$ cat config.mk
export PLATFORM = sky130hd
export DESIGN_NAME = multdiv_unit
export DESIGN_NICKNAME = d
export VERILOG_FILES = /design/src/rtl/multdiv_unit.sv
export SDC_FILE = /design/constraint.sdc
export NUM_CORES = 1
export LEC_CHECK = 0
export ABC_AREA = 0
export CAP_MARGIN = 5
export CORE_ASPECT_RATIO = 0.9
export CORE_MARGIN = 4
export CORE_UTILIZATION = 42
export CTS_CLUSTER_SIZE = 10
export DETAILED_ROUTE_END_ITERATION = 8
export PLACE_DENSITY = 0.66
export SLEW_MARGIN = 20
export SYNTH_ARGS = -nofsm -noshare
export SYNTH_HDL_FRONTEND = slang
export SYNTH_SLANG_ARGS = --single-unit
$ cat constraint.sdc
create_clock -name clock -period 8.9 [get_ports clock]
set_clock_uncertainty 0.05 [all_clocks]
set_input_delay 1.335 -clock clock [delete_from_list [all_inputs] [get_ports clock]]
set_output_delay 1.335 -clock clock [all_outputs]
set_load 0.01 [all_outputs]
$ cat src/rtl/multdiv_unit.sv
// Iterative signed multiplier/divider for the execute stage: radix-2 shift-add multiply and
// restoring divide on operand magnitudes, with the sign and the exception applied at completion.
module multdiv_unit #(
  parameter int unsigned DATA_WIDTH  = 32,
  parameter int unsigned COUNT_WIDTH = 6
) (
  input  logic                  clock,
  input  logic                  reset_n,
  input  logic [DATA_WIDTH-1:0] data_operandA,
  input  logic [DATA_WIDTH-1:0] data_operandB,
  input  logic                  ctrl_MULT,
  input  logic                  ctrl_DIV,
  output logic [DATA_WIDTH-1:0] data_result,
  output logic                  data_exception,
  output logic                  multdiv_is_running,
  output logic                  multdiv_result_ready
);

  localparam int unsigned PROD_WIDTH = 2 * DATA_WIDTH;

  localparam logic [1:0] IDLE = 2'd0;
  localparam logic [1:0] RUN  = 2'd1;
  localparam logic [1:0] DONE = 2'd2;

  localparam logic [COUNT_WIDTH-1:0] LAST_COUNT = COUNT_WIDTH'(DATA_WIDTH - 1);

  logic [1:0]             state;
  logic [1:0]             state_next;
  logic [COUNT_WIDTH-1:0] count;
  logic                   op_div;
  logic                   neg;
  logic                   div_zero;
  logic [DATA_WIDTH-1:0]  mag;
  logic [DATA_WIDTH-1:0]  hi;
  logic [DATA_WIDTH-1:0]  lo;

  logic                   start_c;
  logic                   last_c;
  logic [DATA_WIDTH-1:0]  mag_a_c;
  logic [DATA_WIDTH-1:0]  mag_b_c;
  logic [DATA_WIDTH:0]    mul_sum_c;
  logic [DATA_WIDTH-1:0]  mul_hi_c;
  logic [DATA_WIDTH-1:0]  mul_lo_c;
  logic [DATA_WIDTH:0]    div_shift_c;
  logic                   div_ge_c;
  logic [DATA_WIDTH-1:0]  div_hi_c;
  logic [DATA_WIDTH-1:0]  div_lo_c;
  logic [DATA_WIDTH-1:0]  hi_next_c;
  logic [DATA_WIDTH-1:0]  lo_next_c;
  logic [PROD_WIDTH-1:0]  prod_c;
  logic [PROD_WIDTH-1:0]  prod_s_c;
  logic [DATA_WIDTH:0]    prod_top_c;
  logic [DATA_WIDTH-1:0]  quot_s_c;
  logic [DATA_WIDTH-1:0]  result_c;
  logic                   exception_c;

  assign start_c = ctrl_MULT | ctrl_DIV;
  assign last_c  = (state == RUN) && (count == LAST_COUNT);
  assign mag_a_c = data_operandA[DATA_WIDTH-1] ? -data_operandA : data_operandA;
  assign mag_b_c = data_operandB[DATA_WIDTH-1] ? -data_operandB : data_operandB;

  // Next-state logic; starts are only honoured outside RUN
  always_comb begin
    state_next = state;
    case (state)
      IDLE:    state_next = start_c ? RUN : IDLE;
      RUN:     state_next = last_c ? DONE : RUN;
      DONE:    state_next = start_c ? RUN : IDLE;
      default: state_next = start_c ? RUN : IDLE;
    endcase
  end

  // One iteration step plus the signed result of the completing iteration
  always_comb begin
    mul_sum_c   = {1'b0, hi} + (lo[0] ? {1'b0, mag} : '0);
    mul_hi_c    = mul_sum_c[DATA_WIDTH:1];
    mul_lo_c    = {mul_sum_c[0], lo[DATA_WIDTH-1:1]};

    div_shift_c = {hi, lo[DATA_WIDTH-1]};
    div_ge_c    = div_shift_c >= {1'b0, mag};
    div_hi_c    = div_ge_c ? DATA_WIDTH'(div_shift_c - {1'b0, mag})
                           : DATA_WIDTH'(div_shift_c);
    div_lo_c    = {lo[DATA_WIDTH-2:0], div_ge_c};

    hi_next_c   = op_div ? div_hi_c : mul_hi_c;
    lo_next_c   = op_div ? div_lo_c : mul_lo_c;

    prod_c      = {mul_hi_c, mul_lo_c};
    prod_s_c    = neg ? -prod_c : prod_c;
    prod_top_c  = prod_s_c[PROD_WIDTH-1:DATA_WIDTH-1];
    quot_s_c    = neg ? -div_lo_c : div_lo_c;

    result_c    = prod_s_c[DATA_WIDTH-1:0];
    exception_c = !((&prod_top_c) || !(|prod_top_c));
    if (op_div) begin
      if (div_zero) begin
        result_c    = '0;
        exception_c = 1'b1;
      end else begin
        // Only most-negative / -1 yields a positive quotient magnitude of 2^(W-1)
        result_c    = quot_s_c;
        exception_c = !neg && div_lo_c[DATA_WIDTH-1];
      end
    end
  end

  always_ff @(posedge clock or negedge reset_n) begin
    if (!reset_n) begin
      state <= IDLE;
    end else begin
      state <= state_next;
    end
  end

  // Operand capture, iteration and registered outputs
  always_ff @(posedge clock or negedge reset_n) begin
    if (!reset_n) begin
      count                <= '0;
      op_div               <= 1'b0;
      neg                  <= 1'b0;
      div_zero             <= 1'b0;
      mag                  <= '0;
      hi                   <= '0;
      lo                   <= '0;
      data_result          <= '0;
      data_exception       <= 1'b0;
      multdiv_is_running   <= 1'b0;
      multdiv_result_ready <= 1'b0;
    end else if (state == RUN) begin
      count <= count + COUNT_WIDTH'(1);
      hi    <= hi_next_c;
      lo    <= lo_next_c;
      if (last_c) begin
        data_result          <= result_c;
        data_exception       <= exception_c;
        multdiv_is_running   <= 1'b0;
        multdiv_result_ready <= 1'b1;
      end
    end else begin
      multdiv_result_ready <= 1'b0;
      if (start_c) begin
        count              <= '0;
        op_div             <= !ctrl_MULT;
        neg                <= data_operandA[DATA_WIDTH-1] ^ data_operandB[DATA_WIDTH-1];
        hi                 <= '0;
        multdiv_is_running <= 1'b1;
        if (ctrl_MULT) begin
          mag      <= mag_a_c;
          lo       <= mag_b_c;
          div_zero <= 1'b0;
        end else begin
          mag      <= mag_b_c;
          lo       <= mag_a_c;
          div_zero <= (data_operandB == '0);
        end
      end
    end
  end

endmodule

---- Word-level counts from Yosys, hierarchy flattened ----
Index checks and enable logic that the tools add are counted.
word-level totals
  logic and storage cells ................. 69
  bits of input ports ..................... 68
  register bits after elaboration ......... 142
operators by class
  equal/unequal tests ..................... 3
  muxes and demuxes ....................... 29
  bitwise gates (word level) .............. 3
  $lt $le $gt $ge ......................... 1
  reduce and logical (&&, ||, !) cells .... 14
  add/subtract/negate cells ............... 7
operators with widths
  kind                 count
  $mux 32              15
  $neg 32->32          3
  $mux 64              1
  $neg 64->64          1
  $add 32x32->33       1
  $ge 33x32->1         1
  $reduce_and 33->1    1
  $reduce_or 33->1     1
  $logic_not 32->1     1
  $sub 32x32->32       1
  $mux 6               2
  $mux 1               9
  $add 6x1->6 const B  1
  $eq 6x5->1 const B   1
  $reduce_and 2->1     3
  $logic_not 1->1      4
  $mux 2               2
  $eq 2x1->1 const B   1
  $logic_and 1x1->1    2
  $ne 2x2->1 const B   1
  $reduce_bool 2->1    1
  $logic_or 1x1->1     1
  $not 1->1            1
  $or 1x1->1           1
  $xor 1x1->1          1

---- Longest topological paths before layout ----
Gate-level depths: netlist of run 1.
  depth after elaboration ................. 9
  gate-level depth with buffers ........... 24
  mapped depth without buffers ............ 20

---- Least setup slack after synthesis of run 1 ----
OpenSTA, ideal clock, no wires.
  kind .................................... reg-to-reg
  from .................................... register lo[0]
  to ...................................... register data_exception
  data required time ...................... 8.721 ns
  arrival time ............................ 4.842 ns
  setup slack ............................. 3.879 ns
  clock period less this slack ............ 5.021 ns
  library setup time ...................... 0.129 ns
  cell stages (with the launch flop) ...... 22
  cell sequence ........................... dfrtp_1 -> clkbuf_1 -> clkinv_1 -> clkbuf_1 -> nor2_1 -> ha_1 -> clkbuf_1 -> and3_1 -> a221o_1 -> a21o_1 -> a21oi_1 -> xnor2_1 -> or3_1 -> buf_2 -> or4_1 -> buf_2 -> o41ai_1 -> xor2_1 -> nor4_1 -> o311ai_1 -> o311ai_0 -> o21ai_1
on the way
  cells in the longest elaborated chain, start to end .. 9
ends and longest elaborated chain
  element                 RTL line  text
  from (decl)             35        logic [DATA_WIDTH-1:0] lo;
  from (signal assigned)  132       lo <= lo_next_c;
  from (signal assigned)  149       lo <= mag_b_c;
  from (signal assigned)  153       lo <= mag_a_c;
  $mux 32 (*)             75        mul_sum_c = {1'b0, hi} + (lo[0] ? {1'b0, mag} : '0);
  $add 32x32->33 (*)      75
  $neg 64->64             89        prod_s_c = neg ? -prod_c : prod_c;
  $mux 64 (*)             89
  $reduce_or 33->1        94        exception_c = !((&prod_top_c) || !(|prod_top_c));
  $logic_not 1->1         94
  $logic_or 1x1->1 (*)    94
  $logic_not 1->1 (*)     94
  $mux 1 (*)              95        if (op_div) begin
  to (signal assigned)    135       data_exception <= exception_c;
  to (decl)               14        output logic data_exception,
Every way passes the cells marked *; elsewhere a longest branch is shown, timed or not.
A chain may end at the register's enable or synchronous reset.

---- Worst setup path after layout of run 1 ----
Same ends and word-level chain as after synthesis.

==> results.yml, run 1 <==
drt:
  drt-total-wl_um: 48820
  wire_per_inst_um: 20.83
  first_pass_iters: 6
  vias_per_cell: 6.242
  drc: 0
  drt_iter0_drc: 1472
  vias: 14630
  drtAntennaViolNets: 0
setup_path:
  startpoint: "lo[0]"
  r2r_setup_slack_ns: 2.71
  crit_fanout: 17
  r2r_cells: 16
  path_class: "reg2reg"
  cp-start-kind: "register"
  end_kind: "register"
  critPathRequiredTime_ns: 9.17
  r2r-start: "lo[0]"
  timing.rr.end: "data_exception"
  arrival_ns: 6.46
yosys:
  synth_flop_cell: "dfrtp_1"
  ys_async_sr_fraction_pct: 100.0
  synthTopCellsByArea: "dfrtp_1 25%, xor2_1 6.1%, ha_1 6.0%, nand2_1 5.2%, o21ai_0 5.0%"
  synth_fp_nets: 2003
  synth_edf_count: 0
  yosysTopAreaCell: "dfrtp_1"
  synth_area_per_cell_sq_um: 7.735
  synth_warnings: 0
  netlist_area_sq_um: 14420
  synth_seq_cells: 142
  synthMostInstantiatedCell: "nand2_1"
  synth_cells: 1864
  yosys-top-cells-count: "201 x nand2_1, 166 x nor2_1, 143 x o21ai_0"
  yosysTopAreaCellShare_pct: 24.65
  synth.distinct_cells: 90
  ys_seq_area_share_pct: 24.65
layout:
  syn2layout_area_growth_pct: 12.74
  drive_above_1_share_pct: 5.579
  fin_nets: 2009
  fin_cells: 2344
  antenna_cells: 0
power_and_ir_drop:
  vdd.ir_drop.worst_mv: 0.2343
  leakagePower_nw: 6.821
  power_density_nw_per_um2: 475.1
global_route:
  grt_usage_pct: 25.66
  grt_start_max_net_pins: 78
  grt_pass1_vias: 13730
  overflow: 0
  antenna_found_initial: 0
  grt_first_pass_wirelength_um: 77130
floorplanning:
  die_y_um: 183.8
  die_x_um: 203.3
  dieArea_sq_um: 37360
  io_pins: 103
  fp.coreArea_sq_um: 33950
  row_count: 64
  initial_utilization_pct: 42.46
min_path:
  hold_class: "reg2reg"
  hold_path_end: "multdiv_result_ready"
  hold_depth: 1
  hp-start: "multdiv_result_ready"
timing:
  hold_violations: 0
  finalMaxSlewViolations: 0
  fin_crit_ns: 6.190
  setup_violations: 0
  rsz0062_at_grt: "no"
  min_period_over_period_pct: 69.56
  maxSlewHeadroom_pct: 27.77
  timing.fmax_mhz: 161.5
  tightest_slew_ns: 1.074
  finalSetupTns_ns: 0
job:
  cap_violations: 0
clocking:
  clk_pin_slew_ns: 0.07
  insertion_delay_ns: 0.44
  cts-root-buf: "clkbuf_16"
  htreeDepth: 4
  cts_setup_buffers: 0
  cts.hold.buffers_added: 0
  clkSinkCount: 142
  cts_buffers: 17
  clockBufferDepth: 2
  ctsResizeCount: 0
  cts_tree: "done"
placement:
  portBuffers: 102
  dpl.cell_count: 2313
  dp_hpwl_um: 36740
  gp_congestion: 0.9612
status:
  status: "finished, final reports clean"
==> state kept, by name, summed over array words and instances, names as in the netlist <==
register / flops
op_div: 1
hi: 32
neg: 1
data_exception: 1
multdiv_is_running: 1
count: 6
mag: 32
lo: 32
state: 2
div_zero: 1
multdiv_result_ready: 1
data_result: 32
==> area by class of cell <==
class / instances / area (sq um)
clock buffer: 18 / 429.2
clock inverter: 13 / 190.2
fill: 3396 / 17700
inverter: 66 / 247.7
multi-input combinational: 1519 / 10060
sequential: 142 / 3558
tap: 462 / 578.1
timing repair buffer: 124 / 1187
==> through the flow <==
| step | setup WS (ns) | hold slack [ns] | util (%) | area, sq um | power [mW] |
|---|---|---|---|---|---|
| 2_1_floorplan | 3.879 | 0.3942 | - | 14420 | 5.398 |
| 3_3_place_gp | 2.983 | 0.4112 | 46.04 | 15630 | 6.733 |
| 3_5_place_dp | 2.853 | 0.4183 | 46.04 | 15630 | 6.835 |
| 4_1_cts | 2.818 | 0.4323 | 47.87 | 16250 | 7.644 |
| 5_1_grt | 2.320 | 0.4573 | 47.87 | 16250 | 8.359 |
| 6_report | 2.710 | 0.4276 | 47.87 | 16250 | 7.722 |
==> layout by cell type, fill, tap and decap left out, types with 39 or more instances in the layout <==
cell,count
nor3_1,51
clkdlybuf4s50_1,101
a21oi_1,105
nand2_1,201
inv_1,64
nor2_1,165
ha_1,69
o31ai_1,42
o21ai_0,143
o221ai_1,47
nand3_1,39
xnor2_1,69
dfrtp_1,140
xor2_1,100
==> cells by family after synthesis <==
kind of cell | Yosys count | share of synthesized area, %
AND/OR/NAND/NOR | 651 | 22.34
AO/OA/AOI/OAI | 578 | 27.17
buffers and inverters | 203 | 5.693
XOR/XNOR | 169 | 10.27
flip-flops | 142 | 24.65
adder cells (fa/ha/maj) | 71 | 6.266
multiplexers | 50 | 3.619
==> critical path, cell delays in order, from the launching register on <==
cell and delay [ns]:
dfrtp_1 0.75, clkinv_1 0.54, nor2_1 0.21, ha_1 0.37, and3_1 0.26, a221oi_1 0.50
a21oi_1 0.24, a21oi_1 0.35, xor2_1 0.36, o21ai_1 0.28, or4_1 0.75, mux2_2 0.29
nand3_1 0.07, a2111oi_0 0.51, nand4_1 0.14, o311ai_0 0.30, o21ai_1 0.09
==> how the worst max path moves through the flow <==
stage | endpoint | depth (start not counted)
after CTS | data_exception | 16
after floorplan | data_exception | 21
final | data_exception | 16
after global routing | data_exception | 16
after global placement | data_exception | 16
after detailed placement | data_exception | 16
==> power breakdown <==
group	switching (mW)	internal [mW]
clock network	0.308	0.469
registers	0.488	0.961
logic	3.26	2.23
total	4.06	3.66
==> routing by layer <==
| metal | vias up | share of wire (%) | global-route usage (%) |
|---|---|---|---|
| met5 | - | 0 | 0 |
| li1 | 6883 | - | - |
| met4 | 0 | 3.3 | 9.684 |
| met1 | 7066 | 46 | 36.83 |
| met3 | 86 | 8.5 | 5.257 |
| met2 | 596 | 42 | 38.18 |
(Power assumes the default switching activity.)
==> inputs of run 2 (changes only) <==
clock period = 5.95 ns   (was 8.9 ns; I/O delays follow)
==> run 2 against run 1 <==
  * Maximum frequency up 13%
  * Non-clock buffer count up 11
  * Register-to-register slack worse by 2.3 ns
  * Utilization up 0.17 points
  * Sequential cell count unchanged
  * Combinational power up 53%
  * Die area unchanged
  * Via count up 0.65%
  * Count of clock-buffer cells in the layout unchanged
  * First-iteration DRC count up 3.7%
  * Power up 51%
  * Sequential share of layout area down 0.076 points
  * Critical path type unchanged
  * Largest cell class unchanged
  * Largest power group unchanged
==> results.yml, run 2 (same netlist as run 1, synthesis figures left out) <==
floorplanning:
  fp.coreArea_sq_um: 33950
  io_pins: 103
  initial_utilization_pct: 42.46
  die_y_um: 183.8
  row_count: 64
  die_x_um: 203.3
  dieArea_sq_um: 37360
setup_path:
  cp-start-kind: "register"
  max_stage_delay_ns: 0.64
  path_class: "reg2reg"
  critPathRequiredTime_ns: 6.23
  r2r_cells: 17
  cp_slowest_cell: "or4b_1"
  path_cells: "clkinv_1 -> buf_4 -> nor2_1 -> ha_1 -> o21ai_0 -> o21bai_1 -> o31ai_1 -> nor3_1 -> or3_1 -> a221oi_1 -> or4b_1 -> o41ai_1 -> xor2_1 -> nor4_1 -> o311ai_1 -> o311ai_0 -> o21ai_1"
  arrival_ns: 5.77
  end_kind: "register"
  crit_fanout: 12
clocking:
  clockBufferDepth: 2
  insertion_delay_ns: 0.45
  clkSinkCount: 142
  cts_tree: "done"
  cts-root-buf: "clkbuf_16"
  ctsResizeCount: 0
  cts_setup_buffers: 0
  htreeDepth: 4
  cts_buffers: 17
  clk_pin_slew_ns: 0.07
  cts.hold.buffers_added: 0
global_route:
  grt_first_pass_wirelength_um: 78880
  grt_start_max_net_pins: 89
  grt_pass1_vias: 13910
  overflow: 0
  antenna_found_initial: 0
  grt_usage_pct: 26.19
placement:
  dpl.cell_count: 2324
  portBuffers: 102
  pre_cts_ws_ns: 0.4872
  gp_congestion: 0.9432
  dp_hpwl_um: 37220
drt:
  drt_iter0_drc: 1526
  vias: 14730
  drt-total-wl_um: 49480
  first_pass_iters: 7
  vias_per_cell: 6.253
  drtAntennaViolNets: 0
  drc: 0
  wire_per_inst_um: 21.01
layout:
  syn2layout_area_growth_pct: 13.13
  final_cell_mix: "201 x nand2_1, 165 x nor2_1, 143 x o21ai_0"
  drive_above_1_share_pct: 6.286
  final_common_cell: "nand2_1"
  fin_cells: 2355
  antenna_cells: 0
  fin_nets: 2020
timing:
  min_period_over_period_pct: 92.28
  setup_violations: 0
  finalMaxSlewViolations: 0
  maxSlewHeadroom_pct: 33.46
  worst_slack_ns: 0.4595
  finalSetupTns_ns: 0
  whs_ns: 0.4280
  fin_crit_ns: 5.491
  timing.fmax_mhz: 182.1
  hold_violations: 0
  tightest_slew_ns: 0.9945
  rsz0062_at_grt: "no"
min_path:
  hold_depth: 1
  hold_class: "reg2reg"
power_and_ir_drop:
  vdd.ir_drop.worst_mv: 0.2945
  leakagePower_nw: 6.870
  power_density_nw_per_um2: 715.2
status:
  status: "finished, final reports clean"
job:
  cap_violations: 0
[run 2: changes by cell type in the layout (fill, tap and decap cells not counted), sizes merged]
cell / previous run / this run
bufinv: 4 / 2
inv: 66 / 67
clkinv: 5 / 6
buf: 23 / 34
[run 2: power by group]
part / internal, mW / leakage [nW] / switching, mW
logic: 3.43 / 4.84 / 4.99
registers: 1.44 / 1.75 / 0.702
clock network: 0.628 / 0.275 / 0.472
total: 5.50 / 6.87 / 6.17
[run 2: worst max-delay path, delay by kind of cell (launching register included)]
| kind | cells | cell delay (ns) |
|---|---|---|
| AND/OR/NAND/NOR | 5 | 1.55 |
| XOR/XNOR | 1 | 0.14 |
| adder cells (fa/ha/maj) | 1 | 0.29 |
| flip-flops | 1 | 0.35 |
| buffers and inverters | 2 | 0.62 |
| AO/OA/AOI/OAI | 8 | 2.38 |
[run 2: final timing paths]
path                                      start              endpoint  slack (ns)
min in group asynchronous               reset_n    multdiv_is_running        0.47
max in group asynchronous               reset_n                   neg        3.98
min                        multdiv_result_ready  multdiv_result_ready        0.43
min reg2reg                multdiv_result_ready  multdiv_result_ready        0.43
max                                       lo[0]        data_exception        0.46
max reg2reg                               lo[0]        data_exception        0.46
[run 2: metrics by stage]
| stage | instance area [sq um] | power, mW | utilization [%] |
|---|---|---|---|
| 4_1_cts | 16290 | 11.49 | 47.99 |
| 3_3_place_gp | 15720 | 10.21 | 46.29 |
| 5_1_grt | 16310 | 12.66 | 48.04 |
| 2_1_floorplan | 14420 | 8.074 | - |
| 6_report | 16310 | 11.67 | 48.04 |
| 3_5_place_dp | 15720 | 10.34 | 46.29 |
[run 2: per-layer routing]
| layer | routed length [um] | vias to the layer above | part of all wire [%] | track usage [%] |
|---|---|---|---|---|
| li1 | - | 6912 | - | - |
| met4 | 1122 | 2 | 2.3 | 6.879 |
| met3 | 4533 | 70 | 9.2 | 6.527 |
| met2 | 21200 | 632 | 43 | 39.31 |
| met5 | 46 | - | 0.093 | 0.7653 |
| met1 | 22580 | 7110 | 46 | 37.74 |
[run 2: final cells by class]
cell class              instances  area (sq um)
clock inverters                13         140.1
multi-input cells            1519         10080
inverters                      66         247.7
flip-flops and latches        142          3558
clock buffers                  18         439.2
repair buffers                135          1270
fillers                      3354         17640
well taps                     462         578.1
==> inputs of run 3 (changes only) <==
CORE_MARGIN = unset   (was 4)
SETUP_SLACK_MARGIN = 0.02   (was unset)
==> run 3 against run 2 <==
  * Die area shrank 6.1%
  * Maximum frequency is 0.32% higher
  * Sequential cell count stayed put
  * Cell area rose by 0.35%
  * Sequential power down 2%
  * Sequential share of layout area fell by 0.077 points
  * Critical path type unchanged
  * Critical endpoint unchanged
  * Largest power group unchanged
==> results.yml, run 3 (same netlist as run 1, synthesis figures left out) <==
floorplanning:
  die_x_um: 197.3
  fp.coreArea_sq_um: 33340
  die_y_um: 177.8
  row_count: 63
  dieArea_sq_um: 35070
  io_pins: 103
  initial_utilization_pct: 43.24
setup_path:
  cp-endpoint: "data_exception"
  timing.rr.end: "data_exception"
  r2r_setup_slack_ns: 0.48
  crit_fanout: 11
  r2r_cells: 17
  critPathRequiredTime_ns: 6.24
  end_kind: "register"
  r2r-start: "lo[0]"
  arrival_ns: 5.76
  cp-start-kind: "register"
  path_class: "reg2reg"
  startpoint: "lo[0]"
power_and_ir_drop:
  power_density_nw_per_um2: 717.8
  pwr-share-clk_pct: 9.6
  p_comb_share_pct: 72.5
  leakagePower_nw: 6.899
  power_frac_seq_pct: 17.9
  p_switching_mw: 6.186
  intPower_mw: 5.563
  vdd.ir_drop.worst_mv: 0.3024
  p_sw_share_pct: 52.65
drt:
  met3_length_um: 3959
  drc: 0
  drt_iter0_drc: 1452
  route.met2.wl_um: 21300
  top_layer_used: "met4"
  wire_per_inst_um: 20.89
  vias: 14680
  vias_per_cell: 6.238
  wl_met1_um: 22770
  drtAntennaViolNets: 0
  first_pass_iters: 6
  drt-total-wl_um: 49150
layout:
  nFillCells: 3288
  fin_nets: 2024
  syn2layout_area_growth_pct: 13.53
  final_cell_mix: "201 x nand2_1, 165 x nor2_1, 143 x o21ai_0"
  multiInputGateArea_sq_um: 10080
  regArea_sq_um: 3558
  final_common_cell: "nand2_1"
  drive_above_1_share_pct: 6.428
  antenna_cells: 0
  fin_cells: 2353
timing:
  maxSlewHeadroom_pct: 31.77
  rsz0062_at_grt: "no"
  fin_crit_ns: 5.473
  whs_ns: 0.2563
  hold_violations: 0
  finalMaxSlewViolations: 0
  tightest_slew_ns: 1.016
  min_period_over_period_pct: 91.99
  finalSetupTns_ns: 0
  setup_violations: 0
  timing.fmax_mhz: 182.7
clocking:
  insertion_delay_ns: 0.45
  cts_buffers: 17
  cts.hold.buffers_added: 0
  cts-root-buf: "clkbuf_16"
  cts_setup_buffers: 0
  clkSinkCount: 142
  clockBufferDepth: 2
  cts_tree: "done"
  htreeDepth: 4
  clk_pin_slew_ns: 0.07
min_path:
  hold_class: "in2async"
placement:
  dp_hpwl_um: 36890
  dpl.cell_count: 2320
  gp_congestion: 0.9225
  portBuffers: 102
global_route:
  overflow: 0
  grt_pass1_vias: 13770
  grt_start_max_net_pins: 101
  grt_first_pass_wirelength_um: 78250
  grt_usage_pct: 28.52
  antenna_found_initial: 0
status:
  status: "finished, final reports clean"
job:
  cap_violations: 0
## run 3: layout make-up
class                   instances  area share [%]
multi-input cells            1519           61.56
flip-flops and latches        142           21.74
repair buffers                139           8.065
well taps                     455           3.478
clock buffers                  18           2.622
inverters                      66           1.514
clock inverters                14           1.024
## run 3: what timing repair did
item,in CTS,in global routing
resized for setup,0,1
setup endpoints to repair,0,1
endpoints found under the hold margin,0,0
## run 3: metal layers
layer,track usage (%),up-vias
met5,0,-
met4,8.010,0
met3,6.594,66
met2,42.75,570
met1,40.56,7117
li1,-,6924
## run 3: critical path, cell delays in order (launching register included)
cell      delay [ns]
dfrtp_1         0.35
clkinv_1        0.29
nor2_1          0.19
ha_1            0.35
a21oi_1         0.29
o21bai_1        0.20
o21ai_0         0.45
o211ai_1        0.19
xor2_1          0.17
buf_4           0.17
or3_1           0.48
or4_1           0.72
o41ai_1         0.40
xor2_1          0.16
nor4_1          0.31
o311ai_1        0.16
o311ai_0        0.34
o21ai_1         0.09
## run 3: how the worst min path moves through the flow
stage	slack, ns	startpoint	to
2_1_floorplan	0.39	count[5]	count[5]
3_3_place_gp	0.41	multdiv_result_ready	multdiv_result_ready
3_5_place_dp	0.42	multdiv_result_ready	multdiv_result_ready
4_1_cts	0.43	multdiv_result_ready	multdiv_result_ready
5_1_grt	0.27	reset_n	lo[20]
6_report	0.26	reset_n	lo[19]
## run 3: power groups by stage
stage	logic [mW]	clock network, mW	registers (mW)
final	8.52	1.13	2.10
after global routing	9.34	1.17	2.16
after floorplan	6.34	0	1.74
after CTS	8.37	1.14	2.08
after global placement	8.19	0	2.07
after detailed placement	8.31	0	2.09
## run 3: per-stage QoR
stage          util, %  area, sq um  total power [mW]  setup WS, ns
5_1_grt          49.09        16370             12.67       0.06478
2_1_floorplan        -        14420             8.074        0.9287
3_3_place_gp     47.20        15740             10.26        0.6930
6_report         49.09        16370             11.75        0.4768
4_1_cts          48.99        16330             11.58        0.5833
3_5_place_dp     47.20        15740             10.40        0.5949
